[src/rtl/mix_columns_seq.sv]
// rtl/mix_columns_seq.sv - iterative AES MixColumns, COLS_PER_CYCLE columns per clock
// Optional MIX_INV_EN adds in_inv to select InvMixColumns.
module mix_columns_seq #(
  parameter int COLS_PER_CYCLE = 1
) (
  input  logic         clk,
  input  logic         rst,
  input  logic         in_valid,
  output logic         in_ready,
  input  logic [127:0] in_state,
  input  logic         in_last,
`ifdef MIX_INV_EN
  input  logic         in_inv,
`endif
  output logic         out_valid,
  input  logic         out_ready,
  output logic [127:0] out_state,
  output logic         busy
);

  generate
    if (!(COLS_PER_CYCLE == 1 || COLS_PER_CYCLE == 2 || COLS_PER_CYCLE == 4)) begin : g_bad_cfg
      $error("mix_columns_seq: COLS_PER_CYCLE must be 1, 2 or 4");
    end
  endgenerate

  // STEP wraps to 0 for 4 columns/cycle, so the counter stays at 0 and never passes 3
  localparam logic [1:0] STEP     = 2'(COLS_PER_CYCLE);
  localparam logic [1:0] LAST_CNT = 2'(4 - COLS_PER_CYCLE);

  typedef enum logic [1:0] {IDLE, CALC, DONE} state_t;

  state_t       st;
  logic [1:0]   col_cnt;
  logic [127:0] state_q;
  logic [127:0] calc_next;
  logic         last_q;
  logic         inv_q;

  function automatic logic [7:0] xt(input logic [7:0] x);
    return {x[6:0], 1'b0} ^ (x[7] ? 8'h1b : 8'h00);
  endfunction

  // Constant multiply by a 4-bit coefficient from chained xtime terms
  function automatic logic [7:0] gmul(input logic [7:0] x, input logic [3:0] k);
    logic [7:0] x2, x4, x8;
    x2 = xt(x);
    x4 = xt(x2);
    x8 = xt(x4);
    return (k[3] ? x8 : 8'h00) ^ (k[2] ? x4 : 8'h00) ^
           (k[1] ? x2 : 8'h00) ^ (k[0] ? x  : 8'h00);
  endfunction

  function automatic logic [31:0] mix_col(input logic [31:0] c, input logic inv);
    logic [3:0]  k [4];
    logic [31:0] r;
    logic [7:0]  b;
    logic [1:0]  idx;
    if (inv) k = '{4'he, 4'hb, 4'hd, 4'h9};
    else     k = '{4'h2, 4'h3, 4'h1, 4'h1};
    r = '0;
    for (int row = 0; row < 4; row++) begin
      b = 8'h00;
      for (int j = 0; j < 4; j++) begin
        idx = 2'(j - row);
        b   = b ^ gmul(c[31-8*j -: 8], k[idx]);
      end
      r[31-8*row -: 8] = b;
    end
    return r;
  endfunction

  always_comb begin
    int base;
    calc_next = state_q;
    base      = int'(col_cnt);
    for (int c = 0; c < 4; c++) begin
      if (c >= base && c < base + COLS_PER_CYCLE) begin
        calc_next[127-32*c -: 32] = last_q ? state_q[127-32*c -: 32]
                                           : mix_col(state_q[127-32*c -: 32], inv_q);
      end
    end
  end

`ifndef MIX_INV_EN
  assign inv_q = 1'b0;
`endif

  always_ff @(posedge clk) begin
    if (rst) begin
      st        <= IDLE;
      col_cnt   <= 2'd0;
      state_q   <= '0;
      last_q    <= 1'b0;
      in_ready  <= 1'b1;
      out_valid <= 1'b0;
      busy      <= 1'b0;
`ifdef MIX_INV_EN
      inv_q     <= 1'b0;
`endif
    end else begin
      case (st)
        IDLE: begin
          if (in_valid) begin
            state_q  <= in_state;
            last_q   <= in_last;
`ifdef MIX_INV_EN
            inv_q    <= in_inv;
`endif
            col_cnt  <= 2'd0;
            in_ready <= 1'b0;
            busy     <= 1'b1;
            st       <= CALC;
          end
        end
        CALC: begin
          state_q <= calc_next;
          col_cnt <= col_cnt + STEP;
          if (col_cnt == LAST_CNT) begin
            out_valid <= 1'b1;
            st        <= DONE;
          end
        end
        DONE: begin
          if (out_ready) begin
            out_valid <= 1'b0;
            busy      <= 1'b0;
            in_ready  <= 1'b1;
            st        <= IDLE;
          end
        end
        default: st <= IDLE;
      endcase
    end
  end

  assign out_state = state_q;

endmodule

[config.mk]
export PLATFORM = sky130hd
export DESIGN_NAME = mix_columns_seq
export DESIGN_NICKNAME = d
export VERILOG_FILES = /design/src/rtl/mix_columns_seq.sv
export SDC_FILE = /design/constraint.sdc
export NUM_CORES = 1
export LEC_CHECK = 0
export ABC_AREA = 1
export BUFFER_PORTS_ARGS = -buffer_cell sky130_fd_sc_hd__buf_2
export CAP_MARGIN = 20
export CELL_PAD_IN_SITES_DETAIL_PLACEMENT = 0
export CELL_PAD_IN_SITES_GLOBAL_PLACEMENT = 1
export CORE_MARGIN = 3
export CORE_UTILIZATION = 38
export CTS_CLUSTER_DIAMETER = 120
export CTS_CLUSTER_SIZE = 40
export DETAILED_ROUTE_END_ITERATION = 10
export PLACE_DENSITY_LB_ADDON = 0.05
export SYNTH_ARGS = -nofsm -noshare
export SYNTH_HDL_FRONTEND = slang
export SYNTH_SLANG_ARGS = --single-unit
[constraint.sdc]
create_clock -name clk -period 1.83 [get_ports clk]
set_input_delay 0.2745 -clock clk [delete_from_list [all_inputs] [get_ports clk]]
set_output_delay 0.2745 -clock clk [all_outputs]
set_load 0.05 [all_outputs]
Word level (Yosys, flattened, before mapping)
Cells that the tools add are included.
{ "classes": {"add_sub_neg": 2, "n_lt_le_gt_ge": 7, "eq_ne": 11, "muxes": 332, "bitwise_logic": 288, "n_reduce_logical": 16} }
{ "ops": {"columns": ["operator", "n"], "rows": [
  ["$mux W8", 256],
  ["$xor A8 B8 Y8", 243],
  ["$xor A8 B5 Y8", 45],
  ["$mux W32", 8],
  ["$pmux W128 S2", 1],
  ["$mux W5", 48],
  ["$mux W128", 1],
  ["$mux W16", 4],
  ["$lt A1 B32 Y1 const A", 1],
  ["$lt A2 B32 Y1 const A", 1],
  ["$lt A3 B32 Y1 const A", 1],
  ["$ne A2 B2 Y1 const B", 8],
  ["$reduce_and A4 Y1", 4],
  ["$reduce_and A3 Y1", 3],
  ["$mux W2", 4],
  ["$pmux W1 S2", 3],
  ["$pmux W2 S3", 1],
  ["$reduce_bool A2 Y1", 3],
  ["$mux W1", 5],
  ["$eq A2 B2 Y1 const B", 2],
  ["$ge A1 B2 Y1 const A", 2],
  ["$pmux W2 S2", 1],
  ["$reduce_and A2 Y1", 2],
  ["$add A2 B1 Y3 const B", 1],
  ["other kinds (6)", 8]
]} }
{ "word_totals": {"register_bits": 136, "inputBits": 133, "out_inout_bits": 131, "elab_cells": 666} }

Depth between registers and ports, before layout
Gate-level depths: netlist of run 1.
{ "logic_depth": {"word_depth": 16, "depth_mapped": 12, "depth_no_buf": 11} }

Least setup slack after synthesis of run 1
Ideal clock, no wire load.
{ "synth_path": {"path_type": "register -> register", "from": "register state_q[127], in the netlist out_state[127]", "to": "register state_q[103], in the netlist out_state[103]", "setup_ns": 0.132, "arrival_ns": 1.651, "required_ns": 1.698, "setup_slack_ns": 0.047, "path_stages_with_launch": 10, "n_path_buf": 1, "synth_period_minus_slack_ns": 1.783, "path_cell_list": "dfxtp_1 -> buf_2 -> inv_1 -> nand2_1 -> nand2_1 -> or2_2 -> nand3_1 -> nand3_1 -> nand2_1 -> a21oi_1"} }
{ "synth_via": {"elab_chain_cells": 8} }
{ "synth_rtl": {"columns": ["item", "line_no", "rtl"], "rows": [
  ["start: declaration", "35", "logic [127:0] state_q;"],
  ["start signal: assignment", "105", "state_q <= in_state;"],
  ["start signal: assignment", "117", "state_q <= calc_next;"],
  ["$mux W8", "51", "(k[1] ? x2 : 8'h00) ^ (k[0] ? x : 8'h00);"],
  ["$xor A8 B8 Y8", "51", null],
  ["$xor A8 B8 Y8 (3 in series)", "66", "b = b ^ gmul(c[31-8*j -: 8], k[idx]);"],
  ["$mux W32", "79", "calc_next[127-32*c -: 32] = last_q ? state_q[127-32*c -: 32]"],
  ["$mux W32", "78", "if (c >= base && c < base + COLS_PER_CYCLE) begin"],
  ["$pmux W128 S2", "102", "case (st)"]
]} }
No other way between the ends. The select of a mux whose other input is x is not followed.
A chain may end at the register's enable or synchronous reset.

Worst setup path after layout of run 1
{ "layout_path": {"from": "register state_q[110], in the netlist out_state[110]", "to": "output out_state[110]"} }
{ "layout_lines": {"columns": ["item", "line_no", "rtl"], "rows": [
  ["end: declaration", "17", "output logic [127:0] out_state,"]
]} }
No word-level cell between the ends.

==> results.sh, run 1 <==
export IMPL_outcome="finished, final reports clean"
export IMPL_p_total_mw=14.2
export IMPL_fin_crit_ns=1.69
export IMPL_ff2ff_setup_slack_ns=0.19
export IMPL_arrival_ns=1.41
export IMPL_area_growth_synth_to_final_pct=16.2
export IMPL_synth_top_cell_area_share=0.316
export IMPL_post_route_period_util=0.921
export IMPL_netlist_instances=2539
export IMPL_seqCellArea_mm2=0.00272
export IMPL_grt_pass1_wl_mm=72.2
export IMPL_r2r_end="out_state[60]"
export IMPL_synthTopCellsByArea="nand2_1 (32%), dfxtp_1 (20%), nor2_1 (8.7%), nand3_1 (8.0%), a21oi_1 (5.5%)"
export IMPL_start_util=0.388
export IMPL_hold_path_cell_count=4
export IMPL_swShare=0.454
export IMPL_grt_max_degree=106
export IMPL_synth_xor_area_share=0.0952
export IMPL_synth_seq_area_share=0.201
export IMPL_clock_sinks=136
export IMPL_die_h_um=195
export IMPL_clkTransAtPathRegs_ns=0.07
export IMPL_netlist_top_cells_count="nand2_1 (1136), nor2_1 (314), nand3_1 (216)"
export IMPL_cts_htree_levels=4
export IMPL_grt_pass1_vias=14400
export IMPL_wl_mm=44.1
export IMPL_critPathLaunchType="register"
export IMPL_intPower_mw=7.77
export IMPL_core_area_mm2=0.0348
export IMPL_netlist_area_mm2=0.0135
export IMPL_design_area_mm2=0.0157
export IMPL_cts_setup_buffers=0
export IMPL_synth_nets=2676
export IMPL_setup_tns_ns=0
export IMPL_p_comb_frac=0.461
export IMPL_drtAntennaViolNets=0
export IMPL_firstDrtPassIters=5
export IMPL_hold_viol_final=0
export IMPL_relSlewSlack=0.678
export IMPL_vias_per_cell=4.86
export IMPL_rr_worst_depth=7
export IMPL_synth_distinct_cells=29
export IMPL_cts_root_buf="clkbuf_16"
export IMPL_slew_viol_final=0
export IMPL_fill_cells=3892
export IMPL_fin_skew_ns=0.00864
export IMPL_critPathSlowestCell="dfxtp_1"
export IMPL_synth_simple_area_share=0.500
export IMPL_row_count=68
export IMPL_final_nets=2852
export IMPL_insertion_delay_ns=0.44
export IMPL_hold_path_class="in2reg"
export IMPL_cap_violations=0
export IMPL_endpoint_kind="primary output"
export IMPL_hold_end="st[1]"
export IMPL_muxShareOfSynthArea=0
export IMPL_seqPwrFrac=0.272
export IMPL_synth_top_cell_by_area="nand2_1"
export IMPL_fmaxAchievable_mhz=593
export IMPL_hold_start="out_ready"
export IMPL_drive_gt1_frac=0.135
export IMPL_worst_path_buf_inv=1
export IMPL_ys_warn_count=0
export IMPL_cts_path_max_buffers=2
export IMPL_ctsHoldBuffers=0
export IMPL_p_switching_mw=6.45
export IMPL_tritoncts="done"
export IMPL_yosys_most_used_dff="dfxtp_1"
export IMPL_antenna_found_initial=3
export IMPL_syn_avg_cell_area_um2=5.32
export IMPL_post_cts_resized=0
export IMPL_synth_seq_cells=136
export IMPL_crit_required_ns=1.56
export IMPL_drc=0
export IMPL_crit_type="reg2out"
export IMPL_synth_adder_area_share=0.00370
export IMPL_vias=15500
export IMPL_synth_compound_area_frac=0.0867
export IMPL_peakVddDrop_uv=651
export IMPL_rsz0062_at_grt="no"
export IMPL_wl_per_cell_um=13.9
export IMPL_post_dp_cell_area_mm2=0.0151
export IMPL_clkPwrFrac=0.266
export IMPL_overflow=0
export IMPL_die_x_um=195
export IMPL_path_max_fanout=9
export IMPL_synth_edf_count=0
export IMPL_crit_chain="buf_2"
export IMPL_multi_input_area_mm2=0.00926
export IMPL_reg2reg_from="col_cnt[0]"
export IMPL_finalSetupViolCount=0
export IMPL_numCtsBuffers=17
export IMPL_slowest_delay_ns=0.61
export IMPL_synth_top_family_by_area="simple AND/OR/NAND/NOR gates"
export IMPL_dpl_hpwl_mm=32.6
export IMPL_synth_most_common_cell="nand2_1"
export IMPL_grt_use_total=0.228
export IMPL_ios=264
export IMPL_power_density_mw_per_mm2=905
export IMPL_numPortBuffers=263
export IMPL_drt_iter0_markers=793
export IMPL_worst_pin_slew_ns=0.481
export IMPL_crit_family="flip-flops"
export IMPL_gp_congestion=0.867
export IMPL_leakage_nw=8.23
export IMPL_dieArea_mm2=0.0379
export IMPL_async_reset_ff_frac=0
==> registers in the layout, indices dropped and copies added, names as in the netlist <==
name	count
out_state	128
col_cnt	2
st	2
busy	1
in_ready	1
last_q	1
out_valid	1
==> power groups by stage <==
stage	clock [mW]	combinational [mW]	sequential, mW
6_report	3.79	6.56	3.87
5_1_grt	4.02	7.43	3.94
4_1_cts	3.90	6.58	3.87
3_5_place_dp	0	6.55	3.93
3_3_place_gp	0	6.48	3.93
2_1_floorplan	0	4.49	4.51
==> worst max-delay path by stage <==
stage	slack, ns	from	cells past startpoint	to
CTS	0.12	out_state[110]	1	out_state[110]
floorplan	0.05	out_state[127]	9	out_state[103]
global route	0.03	st[0]	7	out_state[119]
detailed placement	0.19	st[0]	7	out_state[119]
finish	0.14	out_state[110]	1	out_state[110]
global placement	0.22	st[0]	7	out_state[6]
==> cell usage in the layout, fill, tap and decap left out, drive strengths merged <==
cell	count
diode	2
clkinv	6
a21oi	160
nand3	217
nand2	1136
clkinvlp	5
bufinv	4
o21a	1
nand4	1
o21ai	50
inv	183
xnor2	72
a31oi	3
ha	4
buf	315
nor2	315
a211oi	1
xor2	74
dfxtp	136
clkbuf	19
nand3b	22
or2	3
==> per-layer routing <==
layer / wire length [um] / up-vias / GRT usage / part of all wire
met5: 13 / - / 0 / 0.00029
met4: 734 / 2 / 0.0577 / 0.017
met3: 2030 / 46 / 0.0355 / 0.046
met2: 20300 / 309 / 0.383 / 0.46
met1: 21100 / 6943 / 0.305 / 0.48
li1: - / 8160 / - / -
==> cells by family after synthesis <==
family,after synthesis
AND/OR/NAND/NOR,1694
flip-flops,136
buffers and inverters,344
XOR/XNOR,146
adder cells (fa/ha/maj),4
AO/OA/AOI/OAI,215
==> tightest hold or removal path: stages <==
cell and delay [ns]:
buf_2 0.09, inv_1 0.03, nand2_1 0.05, a21oi_1 0.05
==> through the flow <==
stage	hold WS [ns]	instances	utilization	setup slack, ns
CTS	0.0767	3182	0.451	0.117
global placement	0.452	3151	0.433	0.225
detailed placement	0.457	3151	0.433	0.188
finish	0.0991	3184	0.451	0.144
floorplan	0.440	2539	-	0.0472
global route	0.115	3184	0.451	0.0261
==> final cells by class <==
class                   instances  area share
repair buffers                315       0.116
inverters                     186      0.0446
well taps                     455      0.0362
diodes                          2    0.000319
flip-flops and latches        136       0.173
clock inverters                12      0.0112
clock buffers                  19      0.0282
multi-input cells            2059       0.590
Note: power is estimated with default switching activity, not from simulation.
==> run 2: changes to the inputs <==
--- a/config.mk
+++ b/config.mk
@@ -16,6 +16,7 @@
 export CTS_CLUSTER_SIZE = 40
 export DETAILED_ROUTE_END_ITERATION = 10
 export PLACE_DENSITY_LB_ADDON = 0.05
+export SETUP_SLACK_MARGIN = 0.3
 export SYNTH_ARGS = -nofsm -noshare
 export SYNTH_HDL_FRONTEND = slang
 export SYNTH_SLANG_ARGS = --single-unit
==> run 2 against run 1 <==
  * Global-route usage increased by 0.95 points
  * Setup slack improved by 0.17 ns
  * Worst hold slack improved by 0.016 ns
  * Via count increased by 3.2%
  * Largest power group unchanged
  * Critical path depth increased by 8
==> results.sh, run 2 (synthesized netlist as in run 1, its figures left out) <==
export IMPL_die_h_um=195
export IMPL_tritoncts="done"
export IMPL_cts_htree_levels=4
export IMPL_path_max_fanout=8
export IMPL_endpoint_kind="register"
export IMPL_hold_path_class="in2reg"
export IMPL_cap_violations=0
export IMPL_ctsHoldBuffers=0
export IMPL_dieArea_mm2=0.0379
export IMPL_firstDrtPassIters=8
export IMPL_drive_gt1_frac=0.210
export IMPL_die_x_um=195
export IMPL_drtAntennaViolNets=0
export IMPL_post_route_period_util=0.826
export IMPL_peakVddDrop_uv=725
export IMPL_overflow=0
export IMPL_design_area_mm2=0.0170
export IMPL_numPortBuffers=263
export IMPL_grt_pass1_vias=14700
export IMPL_fin_skew_ns=0.00709
export IMPL_outcome="finished, final reports clean"
export IMPL_area_growth_synth_to_final_pct=25.7
export IMPL_vias_per_cell=4.98
export IMPL_leakage_nw=8.60
export IMPL_clock_sinks=136
export IMPL_busiest_layer="met2"
export IMPL_vias=16000
export IMPL_fin_crit_ns=1.51
export IMPL_cts_root_buf="clkbuf_16"
export IMPL_dpl_worst_slack_ns=0.239
export IMPL_worst_pin_slew_ns=0.490
export IMPL_grt_pass1_wl_mm=75.1
export IMPL_core_area_mm2=0.0348
export IMPL_wl_per_cell_um=15.4
export IMPL_n_antenna_cell=0
export IMPL_setup_tns_ns=0
export IMPL_post_dp_cell_area_mm2=0.0151
export IMPL_final_common_cell="nand2_1"
export IMPL_critPathLaunchType="register"
export IMPL_power_density_mw_per_mm2=855
export IMPL_slew_viol_final=0
export IMPL_crit_type="reg2reg"
export IMPL_setup_ws_ns=0.318
export IMPL_met3_usage=0.0395
export IMPL_fmaxAchievable_mhz=662
export IMPL_numCtsBuffers=17
export IMPL_relSlewSlack=0.674
export IMPL_hold_viol_final=0
export IMPL_crit_required_ns=2.19
export IMPL_p_total_mw=14.5
export IMPL_final_nets=2878
export IMPL_dpl_hpwl_mm=32.4
export IMPL_start_util=0.388
export IMPL_finalSetupViolCount=0
export IMPL_wl_mm=49.3
export IMPL_ios=264
export IMPL_grt_use_total=0.237
export IMPL_row_count=68
export IMPL_arrival_ns=1.87
export IMPL_clkTransAtPathRegs_ns=0.06
export IMPL_gp_congestion=0.830
export IMPL_insertion_delay_ns=0.44
export IMPL_antenna_found_initial=2
export IMPL_grt_max_degree=71
export IMPL_grt_use_met1=0.315
export IMPL_rsz0062_at_grt="yes"
export IMPL_whs_ns=0.115
export IMPL_ff2ff_setup_slack_ns=0.32
export IMPL_drt_iter0_markers=821
export IMPL_cts_path_max_buffers=2
export IMPL_largest_register_ffs=128
export IMPL_grt_util_met2=0.401
export IMPL_most_common_layout_cells="nand2_1 (1126), nor2_1 (277), nand3_1 (215)"
export IMPL_drc=0
==> run 2: stage by stage <==
step           std cells  utilization
6_report            3206        0.488
2_1_floorplan       2539            -
3_3_place_gp        3133        0.433
4_1_cts             3177        0.461
5_1_grt             3206        0.488
3_5_place_dp        3133        0.433
==> run 2: worst max-delay path, stage by stage, from the launching register on <==
cell and delay [ns]:
dfxtp_2 0.35, inv_4 0.06, nor2_8 0.14, buf_4 0.15, a31oi_4 0.09, buf_6 0.18, buf_12 0.14, nor2_1 0.10
o21ai_0 0.10, a21oi_1 0.12
==> run 2: timing repair <==
| item | CTS | global route |
|---|---|---|
| endpoints found under the setup margin | 162 | 145 |
| gates resized for setup | 73 | 156 |
| cloned | 6 | 19 |
| pin swaps | 4 | 31 |
| setup buffers | 9 | 10 |
==> run 2: path summary, 6_finish.rpt <==
kind	end	cells after the start	startpoint
max	out_state[98]	9	st[0]
min	st[1]	4	out_ready
max reg2reg	out_state[98]	9	st[0]
min reg2reg	busy	2	busy
==> run 2: routing by layer <==
metal	wire, um	part of all wire	up-vias
met5	27	0.00055	-
met4	783	0.016	4
met3	2350	0.048	47
met2	23100	0.47	370
met1	23000	0.47	7309
li1	-	-	8223
==> run 2: area by class of cell <==
class                           count  area [um^2]
Timing Repair Buffer              340         2720
Clock buffer                       24          472
Clock inverter                      5         50.0
Timing Repair inverter              1         7.51
Sequential cell                   136         2900
Multi-Input combinational cell   2059         9550
Fill cell                        3768        17800
Inverter                          186          727
Tap cell                          455          569
==> run 2: where the power goes <==
| part | total, mW | internal [mW] | switching [mW] |
|---|---|---|---|
| combinational | 7.16 | 2.61 | 4.56 |
| sequential | 4.02 | 3.31 | 0.714 |
| clock | 3.35 | 1.91 | 1.44 |
| total | 14.5 | 7.82 | 6.71 |
